--- src/rtl/fractal_pkg.sv ---
// Shared types and constants for the fractal pixel streamer.
package fractal_pkg;

  localparam int unsigned PIX_W = 24;

  typedef enum logic [1:0] {
    IDLE   = 2'd0,
    STREAM = 2'd1,
    DRAIN  = 2'd2,
    DONE   = 2'd3
  } state_t;

endpackage

--- src/rtl/fractal_pixel_fifo.sv ---
// Synchronous show-ahead FIFO: the head entry is presented on rdata_o whenever empty_o is low.
module fractal_pixel_fifo #(
  parameter  int unsigned DEPTH = 16,
  parameter  int unsigned WIDTH = 24,
  localparam int unsigned AW    = $clog2(DEPTH),
  localparam int unsigned CW    = AW + 1
) (
  input  logic             clk,
  input  logic             reset,
  input  logic             flush_i,
  input  logic             push_i,
  input  logic             pop_i,
  input  logic [WIDTH-1:0] wdata_i,
  output logic [WIDTH-1:0] rdata_o,
  output logic             full_o,
  output logic             empty_o,
  output logic [CW-1:0]    count_o
);

  logic [WIDTH-1:0] mem_q [DEPTH];
  logic [AW-1:0]    wr_ptr_q;
  logic [AW-1:0]    rd_ptr_q;
  logic [CW-1:0]    count_q;
  logic             do_push;
  logic             do_pop;

  assign full_o  = (count_q == CW'(DEPTH));
  assign empty_o = (count_q == '0);
  assign count_o = count_q;
  assign rdata_o = mem_q[rd_ptr_q];

  // Full/empty come from the registered count, so a same-cycle pop never frees a slot for a push.
  assign do_push = push_i && !full_o;
  assign do_pop  = pop_i && !empty_o;

  always_ff @(posedge clk or posedge reset) begin
    if (reset) begin
      wr_ptr_q <= '0;
      rd_ptr_q <= '0;
      count_q  <= '0;
    end else if (flush_i) begin
      wr_ptr_q <= '0;
      rd_ptr_q <= '0;
      count_q  <= '0;
    end else begin
      if (do_push) wr_ptr_q <= wr_ptr_q + 1'b1;
      if (do_pop)  rd_ptr_q <= rd_ptr_q + 1'b1;
      count_q <= count_q + CW'(do_push) - CW'(do_pop);
    end
  end

  always_ff @(posedge clk) begin
    if (do_push) mem_q[wr_ptr_q] <= wdata_i;
  end

endmodule

--- src/rtl/fractal_pixel_streamer.sv ---
// Buffers generator pixel strobes and re-emits them as an AXI4-Stream video frame.
// Define FRAME_CHECKSUM_EN to build the per-frame tdata checksum on frame_checksum.
module fractal_pixel_streamer
  import fractal_pkg::*;
#(
  parameter int unsigned FIFO_DEPTH = 16,
  parameter int unsigned CNT_W      = 16,
  parameter int unsigned AF_MARGIN  = 2
) (
  input  logic             clk,
  input  logic             reset,
  input  logic             start,
  input  logic [CNT_W-1:0] width,
  input  logic [CNT_W-1:0] height,
  input  logic [PIX_W-1:0] pixel_data,
  input  logic             pixel_valid,
  input  logic             gen_done,
  output logic             pix_ready,
  output logic [PIX_W-1:0] m_axis_tdata,
  output logic             m_axis_tvalid,
  input  logic             m_axis_tready,
  output logic             m_axis_tuser,
  output logic             m_axis_tlast,
  output logic             frame_done,
  output logic             overflow,
  output logic             short_frame,
  output logic [PIX_W-1:0] frame_checksum
);

  localparam int unsigned CW       = $clog2(FIFO_DEPTH) + 1;
  localparam int unsigned AF_LEVEL = FIFO_DEPTH - AF_MARGIN;

  state_t           state_q, state_d;
  logic [CNT_W-1:0] width_q, width_d;
  logic [CNT_W-1:0] height_q, height_d;
  logic [CNT_W-1:0] x_q, x_d;
  logic [CNT_W-1:0] y_q, y_d;
  logic             ovf_q, ovf_d;
  logic             short_q, short_d;
  logic             ready_q, ready_d;
  logic             done_q, done_d;

  logic             push;
  logic             pop;
  logic             flush;
  logic             tvalid;
  logic             last_x;
  logic             last_pix;
  logic [PIX_W-1:0] fifo_rdata;
  logic             fifo_full;
  logic             fifo_empty;
  logic [CW-1:0]    fifo_count;
  logic [CW-1:0]    count_next;

  fractal_pixel_fifo #(
    .DEPTH (FIFO_DEPTH),
    .WIDTH (PIX_W)
  ) u_fifo (
    .clk     (clk),
    .reset   (reset),
    .flush_i (flush),
    .push_i  (push),
    .pop_i   (pop),
    .wdata_i (pixel_data),
    .rdata_o (fifo_rdata),
    .full_o  (fifo_full),
    .empty_o (fifo_empty),
    .count_o (fifo_count)
  );

  assign tvalid     = ((state_q == STREAM) || (state_q == DRAIN)) && !fifo_empty;
  assign pop        = tvalid && m_axis_tready;
  assign last_x     = (x_q == (width_q - 1'b1));
  assign last_pix   = last_x && (y_q == (height_q - 1'b1));
  assign count_next = fifo_count + CW'(push) - CW'(pop);

  assign m_axis_tvalid = tvalid;
  assign m_axis_tdata  = tvalid ? fifo_rdata : '0;
  assign m_axis_tuser  = tvalid && (x_q == '0) && (y_q == '0);
  assign m_axis_tlast  = tvalid && last_x;
  assign pix_ready     = ready_q;
  assign frame_done    = done_q;
  assign overflow      = ovf_q;
  assign short_frame   = short_q;

  always_ff @(posedge clk or posedge reset) begin
    if (reset) begin
      state_q  <= IDLE;
      width_q  <= '0;
      height_q <= '0;
      x_q      <= '0;
      y_q      <= '0;
      ovf_q    <= 1'b0;
      short_q  <= 1'b0;
      ready_q  <= 1'b0;
      done_q   <= 1'b0;
    end else begin
      state_q  <= state_d;
      width_q  <= width_d;
      height_q <= height_d;
      x_q      <= x_d;
      y_q      <= y_d;
      ovf_q    <= ovf_d;
      short_q  <= short_d;
      ready_q  <= ready_d;
      done_q   <= done_d;
    end
  end

  always_comb begin
    state_d  = state_q;
    width_d  = width_q;
    height_d = height_q;
    x_d      = x_q;
    y_d      = y_q;
    ovf_d    = ovf_q;
    short_d  = short_q;
    push     = 1'b0;
    flush    = 1'b0;

    unique case (state_q)
      IDLE: begin
        if (start) begin
          width_d  = width;
          height_d = height;
          x_d      = '0;
          y_d      = '0;
          ovf_d    = 1'b0;
          short_d  = 1'b0;
          state_d  = ((width == '0) || (height == '0)) ? DONE : STREAM;
        end
      end
      STREAM: begin
        if (pixel_valid) begin
          if (fifo_full) ovf_d = 1'b1;
          else           push  = 1'b1;
        end
        if (gen_done) state_d = DRAIN;
        // Anything still buffered past the final pixel is surplus and gets discarded.
        if (pop && last_pix) begin
          state_d = DONE;
          if (count_next != '0) ovf_d = 1'b1;
        end
      end
      DRAIN: begin
        if (pixel_valid) ovf_d = 1'b1;
        if (pop && last_pix) begin
          state_d = DONE;
          if (count_next != '0) ovf_d = 1'b1;
        end else if (fifo_empty) begin
          short_d = 1'b1;
          state_d = DONE;
        end
      end
      DONE: begin
        flush   = 1'b1;
        if (pixel_valid) ovf_d = 1'b1;
        state_d = IDLE;
      end
      default: state_d = IDLE;
    endcase

    if (pop) begin
      if (last_x) begin
        x_d = '0;
        y_d = y_q + 1'b1;
      end else begin
        x_d = x_q + 1'b1;
      end
    end
  end

  // pix_ready tracks the occupancy the FIFO will hold after this edge.
  assign ready_d = (state_d == STREAM) && (count_next < CW'(AF_LEVEL));
  assign done_d  = (state_d == DONE);

`ifdef FRAME_CHECKSUM_EN
  logic [PIX_W-1:0] csum_q;

  always_ff @(posedge clk or posedge reset) begin
    if (reset)                         csum_q <= '0;
    else if ((state_q == IDLE) && start) csum_q <= '0;
    else if (pop)                      csum_q <= csum_q + fifo_rdata;
  end

  assign frame_checksum = csum_q;
`else
  assign frame_checksum = '0;
`endif

endmodule

--- config.mk ---
export PLATFORM = sky130hd
export DESIGN_NAME = fractal_pixel_streamer
export DESIGN_NICKNAME = d
export VERILOG_FILES = /design/src/rtl/fractal_pkg.sv /design/src/rtl/fractal_pixel_fifo.sv /design/src/rtl/fractal_pixel_streamer.sv
export SDC_FILE = /design/constraint.sdc
export NUM_CORES = 1
export LEC_CHECK = 0
export ABC_AREA = 1
export BUFFER_PORTS_ARGS = -buffer_cell sky130_fd_sc_hd__buf_2
export CORE_MARGIN = 2
export CORE_UTILIZATION = 50
export CTS_CLUSTER_DIAMETER = 80
export DETAILED_ROUTE_END_ITERATION = 10
export GPL_ROUTABILITY_DRIVEN = 0
export HOLD_SLACK_MARGIN = 0.1
export PLACE_DENSITY = 0.7
export SYNTH_ARGS = -nofsm -noshare
export SYNTH_HDL_FRONTEND = slang
export SYNTH_SLANG_ARGS = --single-unit
--- constraint.sdc ---
create_clock -name clk -period 3.2 [get_ports clk]
set_input_delay 0.48 -clock clk [delete_from_list [all_inputs] [get_ports clk]]
set_output_delay 0.48 -clock clk [all_outputs]
set_load 0.005 [all_outputs]
==> results of run 1 <==
[per-stage QoR]
| step | instances | setup TNS, ps | power, mW | cell area [um^2] |
|---|---|---|---|---|
| after detailed placement | 2638 | 0 | 15.6 | 22400 |
| final | 2740 | 0 | 21.1 | 24100 |
| after global placement | 2638 | 0 | 15.4 | 22400 |
| after global routing | 2739 | -10.1 | 22.4 | 24100 |
| after CTS | 2732 | 0 | 21.0 | 24000 |
| after floorplan | 2086 | 0 | 13.0 | 21400 |
[report_power, final]
group	total, mW	leakage [nW]	internal (mW)	switching (mW)
Sequential	7.66	4.53	7.13	0.525
Combinational	8.09	3.95	2.69	5.40
Clock	5.32	0.738	2.98	2.33
Total	21.1	9.21	12.8	8.26
[how the worst max path moves through the flow]
stage                        from                to  cells after the start
2_1_floorplan          state_q[0]          overflow                     17
3_3_place_gp    u_fifo.count_o[3]          overflow                     17
3_5_place_dp    u_fifo.count_o[3]          overflow                     17
4_1_cts        u_fifo.rd_ptr_q[0]  m_axis_tdata[15]                      9
5_1_grt                width_q[0]      m_axis_tlast                     17
6_report       u_fifo.rd_ptr_q[0]  m_axis_tdata[17]                      9
[worst register-to-register path, cell delays in order, from the launching register on]
cell	delay, ps
dfrtp_1	390
inv_1	90
ha_1	180
nand4_1	160
nand3_2	130
clkinv_2	60
ha_1	260
inv_1	50
ha_1	150
inv_1	60
fa_1	430
o21ai_1	180
xor2_1	190
nand3_1	90
o21ai_0	70
o21ai_0	100
nand2_1	60
o21ai_0	80
[state kept, by name (all words and copies together), names as in the netlist]
name             count
frame_done           1
overflow             1
y_q                 16
u_fifo.rd_ptr_q      4
u_fifo.count_o       5
u_fifo.mem_q       384
state_q              2
x_q                 16
pix_ready            1
height_q            16
short_frame          1
u_fifo.wr_ptr_q      4
width_q             16
[layout by cell type, fill, tap and decap left out, drive strengths merged, types with 33 or more instances in the layout]
master,n
nand2,363
o22ai,79
nor2,319
dfrtp,83
inv,142
buf,142
edfxtp,384
nand3,70
xor2,33
clkbuf,60
o21ai,285
[routing by layer]
metal / routed length, um / part of all wire [%]
met1: 21800 / 41
met2: 26000 / 49
met3: 4000 / 7.5
met4: 1550 / 2.9
met5: 0 / 0
[layout make-up]
type                    instances  share of cell area, %
clock buffers                  59                   5.24
clock inverters                27                  0.929
multi-input cells            1352                   28.1
diodes                          3                 0.0311
flip-flops and latches        467                   56.5
repair buffers                149                   4.16
well taps                     539                   2.80
inverters                     144                   2.26
[repair_timing]
| item | 4_1_cts | 5_1_grt |
|---|---|---|
| setup endpoints to repair | 13 | 15 |
| cloned | 0 | 0 |
| endpoints found under the hold margin | 43 | 0 |
| pin swaps | 1 | 2 |
| resized for setup | 6 | 14 |
| hold buffers | 6 | 0 |
| setup buffers | 2 | 5 |
[logic make-up after synthesis]
logic type / count (synthesis)
xor gates and xnor gates: 45
and+or+nand+nor: 813
DFF: 467
adders and majority gates: 26
other: 1
buffers and inverters: 267
AOI/OAI and AO/OA: 444
==> metrics, run 1 <==
largest family of logic cells by synthesized area=simple AND/OR/NAND/NOR gates; Starting Density=50.7%; met3 GRT Util=3.69%; Post-DP HPWL=31000 um; Row Count=75; Final Critical Period=3060 ps; Top delay family on crit path=compound AO/OA/AOI/OAI gates; worst-path cell chain=inv_4, buf_12, o21ai_0, o221ai_1, o21ai_0, nand2_1, nand2_1, a31oi_1, buf_2; largest cells by area after synthesis=edfxtp_1 (54%), dfrtp_1 (9.7%), o21ai_0 (6.5%); max-slew violation count=0; Layout area overhead=13.1%; first-pass GRT wire length=82700 um; area share of and/or/nand/nor cells after synthesis=15.8%; Final WS setup=141 ps; Compound-Gate Fraction of Synth Area=11.7%; Endpoint, Worst Hold=width_q[0]; all-layer global routing usage=24.0%; total gr overflow=0; vias=15600; worst-skew pair later-pin latency=600 ps; Max Cap Viol=0; r2r worst-path depth=17; Leak=9.21 nW; Reg area=0.0136 mm^2; mapped cell area=0.0213 mm^2; hold_sp=width[0]; io pins=117; met1 GRT Util=31.4%; number of global-route vias before repair=15300; clk root buf=clkbuf_16; DR WL/cell=19.5 um; worst hold slack=129 ps; cell accounting for the most synthesized area=edfxtp_1; Post-Synthesis Cells=2063; fin util=57.4%; router iterations before antenna repair=5; WL final=53300 um; largest net degree at the start of global routing=81; Crit-path slowest cell=dfrtp_4; sequential element share of the synthesized area=63.8%; initial antenna violation count=2; CTS tree=yes; CTS Buf Count=49; Mean Syn Cell Area=10.3 um^2; Yosys Warn Count=0; Worst Hold Class=in2reg; Synth Area in Adders=1.60%; met2 Track Usage GR=40.7%; Slew @ Worst Pin=764 ps; post-synthesis mux area share=0%; RSZ-0062 raised after global routing=true; XOR/XNOR Fraction of Synth Area=1.85%; Slew HR=49.1%; fin nets=2251; final number of setup-violating endpoints=0; post-route ant nets=0; DRC=0; count leader, synth=edfxtp_1; clock skew=25.9 ps; commonest cells in the netlist=edfxtp_1 (384), nand2_1 (356), nor2_1 (308), o21ai_0 (275), inv_1 (135); critical path class=reg2out; core area=0.0420 mm^2; Critical Path End Type=output pin; Hold Fails Final Rpt=0; Max Clk Rate=0.327 GHz; CP Data Arrival Time=2580 ps; Die Wd=211 um; R2R Path Start=u_fifo.count_o[3]; Critical Path Source Type=flop; initial drt markers=1408; Place WS=242 ps; Die Footprint=0.0443 mm^2; Async SR Flop Fraction=17.8%; Die Span Y=211 um; Yosys cell types=43; FF-to-FF setup slack=340 ps; Max H-tree Level=2; Clock Sink Count=467; share of the synthesized area in the top cell type=54.1%; ys flop type=edfxtp_1; pwr dens=874 mW/mm^2; GR peak layer=met2; clk buf depth=3; Worst-path clk slew=60 ps; Port Buf Inserts=92; ratio of cells with drive above 1 in the final layout=12.8%; Fill cells=3492; #FFs+latches synth=467; Critical Path RT=2720 ps; Buf+Inv Stages, Crit Path=3; crit path max fanout=52; outcome=finished clean; Worst Hold Depth=3; Peak VDD IR=0.549 mV; multi-input logic area=0.00678 mm^2; number of synthesized flops with an enable pin=384; CP max stage delay=550 ps; Tcrit/Tclk final=95.6%; DR vias/cell=5.70; Reg-to-Reg End=overflow
Power figures use the tool's default switching activity.
==> inputs of run 2 (changes only) <==
--- a/config.mk
+++ b/config.mk
@@ -14,6 +14,8 @@
 export GPL_ROUTABILITY_DRIVEN = 0
 export HOLD_SLACK_MARGIN = 0.1
 export PLACE_DENSITY = 0.7
+export SKIP_CTS_REPAIR_TIMING = 1
 export SYNTH_ARGS = -nofsm -noshare
 export SYNTH_HDL_FRONTEND = slang
+export SYNTH_HIERARCHICAL = 1
 export SYNTH_SLANG_ARGS = --single-unit
==> metrics, run 2 <==
WL final=56900 um; ratio of cells with drive above 1 in the final layout=11.4%; cell accounting for the most synthesized area=edfxtp_1; io pins=117; max-slew violation count=0; initial drt markers=1497; Max H-tree Level=2; commonest cells in the netlist=nand2_1 (649), inv_1 (489), nand3_1 (411), edfxtp_1 (384), nor2_1 (127); sw power=8.62 mW; #FFs+latches synth=467; most common cell after layout, fill and taps aside=nand2_1; Max Cap Viol=0; Critical Path Source Type=flop; Leak=12.0 nW; Hold Fails Final Rpt=0; number of flip-flops under the largest register name=384; Starting Density=50.6%; DR WL met3=3600 um; fin nets=2798; Top Metal Used=met5; DRC=0; Die Span Y=221 um; CTS Buf Count=50; Critical Path RT=2720 ps; number of synthesized flops with an enable pin=384; Tcrit/Tclk final=96.2%; Mean Syn Cell Area=9.05 um^2; pwr dens=827 mW/mm^2; router iterations before antenna repair=6; worst-skew pair later-pin latency=630 ps; Finished Layout Cells=3357; wl on met1=23400 um; Clock Sink Count=467; # diodes=0; count leader, synth=nand2_1; Port Buf Inserts=92; mapped cell area=0.0236 mm^2; CP max stage delay=390 ps; Post-DP HPWL=34900 um; DR vias/cell=5.26; Max Clk Rate=0.325 GHz; total gr overflow=0; critical path class=reg2out; most frequent cells in the layout=nand2_1 (649), inv_1 (484), nand3_1 (411), edfxtp_1 (384), nor2_1 (109); clk buf depth=3; clock power share=26.6%; Peak VDD IR=0.731 mV; ys flop type=edfxtp_1; DR WL/cell=17.0 um; clock skew=45.4 ps; sum of negative setup slack=0 ps; metal2 WL=28100 um; Yosys cell types=50; CP dominant cell by count=nand4_1; outcome=finished clean; Crit-path slowest cell=dfrtp_1; placed insts=3253; CP Data Arrival Time=2600 ps; clk root buf=clkbuf_16; Row Count=79; all-layer global routing usage=23.1%; Slew @ Worst Pin=812 ps; Biggest register=u_fifo/mem_q; Worst-path clk slew=60 ps; crit path max fanout=4; share of the synthesized area in the top cell type=48.9%; first-pass GRT wire length=90500 um; Async SR Flop Fraction=17.8%; number of global-route vias before repair=17100; core area=0.0466 mm^2; Die Wd=221 um; largest cells by area after synthesis=edfxtp_1 (49%), nand2_1 (10%), dfrtp_1 (8.8%); Die Footprint=0.0489 mm^2; Critical Path End Type=output pin; sw frac=39.1%; largest net degree at the start of global routing=121; Final Critical Period=3080 ps; Buf+Inv Stages, Crit Path=4; combinational share of power=39.1%; Slew HR=45.9%; CTS tree=yes; initial antenna violation count=2; Post-Synthesis Cells=2602; Layout area overhead=13.1%; Yosys Warn Count=6; Seq pwr share=34.3%; final number of setup-violating endpoints=0; Int Power=13.4 mW; Worst Hold Class=in2reg; post-route ant nets=0; worst-path cell chain=inv_1, ha_1, nand4_1, inv_2, nor2_4, clkinv_1, nor3_1, nand4_1, nor4_1, buf_2; vias=17700; sequential element share of the synthesized area=57.8%; Top delay family on crit path=simple AND/OR/NAND/NOR gates; Fill cells=3884
-- run 2: changes by cell type after synthesis, moves of 16 or more --
cell      delta
inv_1      +354
a31oi_1     -24
clkbuf_1    -57
o22ai_1     -71
o221ai_1    -24
nand2_1    +293
o21ai_0    -214
nand3_1    +342
buf_2       +28
buf_4       +16
nor2_1     -181
or2_1       +41
-- run 2: final timing paths --
check	startpoint	to	slack (ps)	cells after the start
min in group asynchronous	reset	u_fifo/count_o[3]	510	3
setup / recovery	u_fifo/count_o[2]	m_axis_tuser	120	10
hold / removal	width[13]	width_q[13]	110	3
max in group asynchronous	reset	width_q[0]	1930	4
hold reg to reg	short_frame	short_frame	480	2
setup reg to reg	u_fifo/count_o[2]	overflow	200	18
-- run 2: final cells by class --
| cell class | count | area (um^2) | share of cell area, % |
|---|---|---|---|
| clock buffers | 63 | 1310 | 4.92 |
| clock inverters | 31 | 360 | 1.35 |
| inverters | 502 | 1890 | 7.11 |
| multi-input cells | 1535 | 7600 | 28.5 |
| flip-flops and latches | 467 | 13600 | 51.1 |
| well taps | 607 | 759 | 2.85 |
| repair buffers | 152 | 1100 | 4.14 |
-- run 2: kinds of logic (layout without fill, tap and decap cells) --
| family | Yosys count | count (layout) | share of synthesized area [%] |
|---|---|---|---|
| simple gates | 1323 | 1323 | 25.0 |
| compound gates | 108 | 108 | 2.53 |
| other cells | 1 | 24 | 0.0159 |
| fa+ha+maj | 28 | 28 | 1.55 |
| flops | 467 | 467 | 57.8 |
| xor+xnor | 52 | 52 | 2.02 |
| buf+inv | 623 | 748 | 11.1 |
-- run 2: stage by stage --
step	cell area [um^2]	utilization, %	hold slack, ps	setup slack, ps	total power, mW
after floorplan	23700	-	357	2.78	13.6
after global placement	24800	53.3	477	321	15.9
after detailed placement	24800	53.3	474	147	16.1
after CTS	26500	56.9	-40.5	-223	22.0
after global routing	26600	57.2	108	-2.30	23.5
final	26600	57.2	106	121	22.0
-- run 2: per-layer routing --
metal	vias up	global-route usage [%]
met5	-	0
met1	8411	29.9
met4	4	8.66
met2	632	39.5
met3	134	3.47
li1	8491	-
-- run 2: power by group through the flow --
stage | clock [mW] | combinational [mW] | sequential, mW
2_1_floorplan | 0 | 6.11 | 7.53
3_3_place_gp | 0 | 8.28 | 7.65
3_5_place_dp | 0 | 8.43 | 7.66
4_1_cts | 5.97 | 8.49 | 7.54
5_1_grt | 6.19 | 9.66 | 7.61
6_report | 5.85 | 8.62 | 7.56
-- run 2: worst register-to-register path: stages, from the launching register on --
cell	delay, ps
dfrtp_1	410
inv_1	100
ha_1	180
nand4_1	160
inv_2	130
nor2_4	50
nand2_2	60
inv_1	60
ha_1	280
inv_1	40
ha_1	210
fa_2	380
xor2_1	190
nor3_1	190
nand3_1	110
o21ai_0	100
o21ai_1	100
nand2_1	70
o21ai_0	80
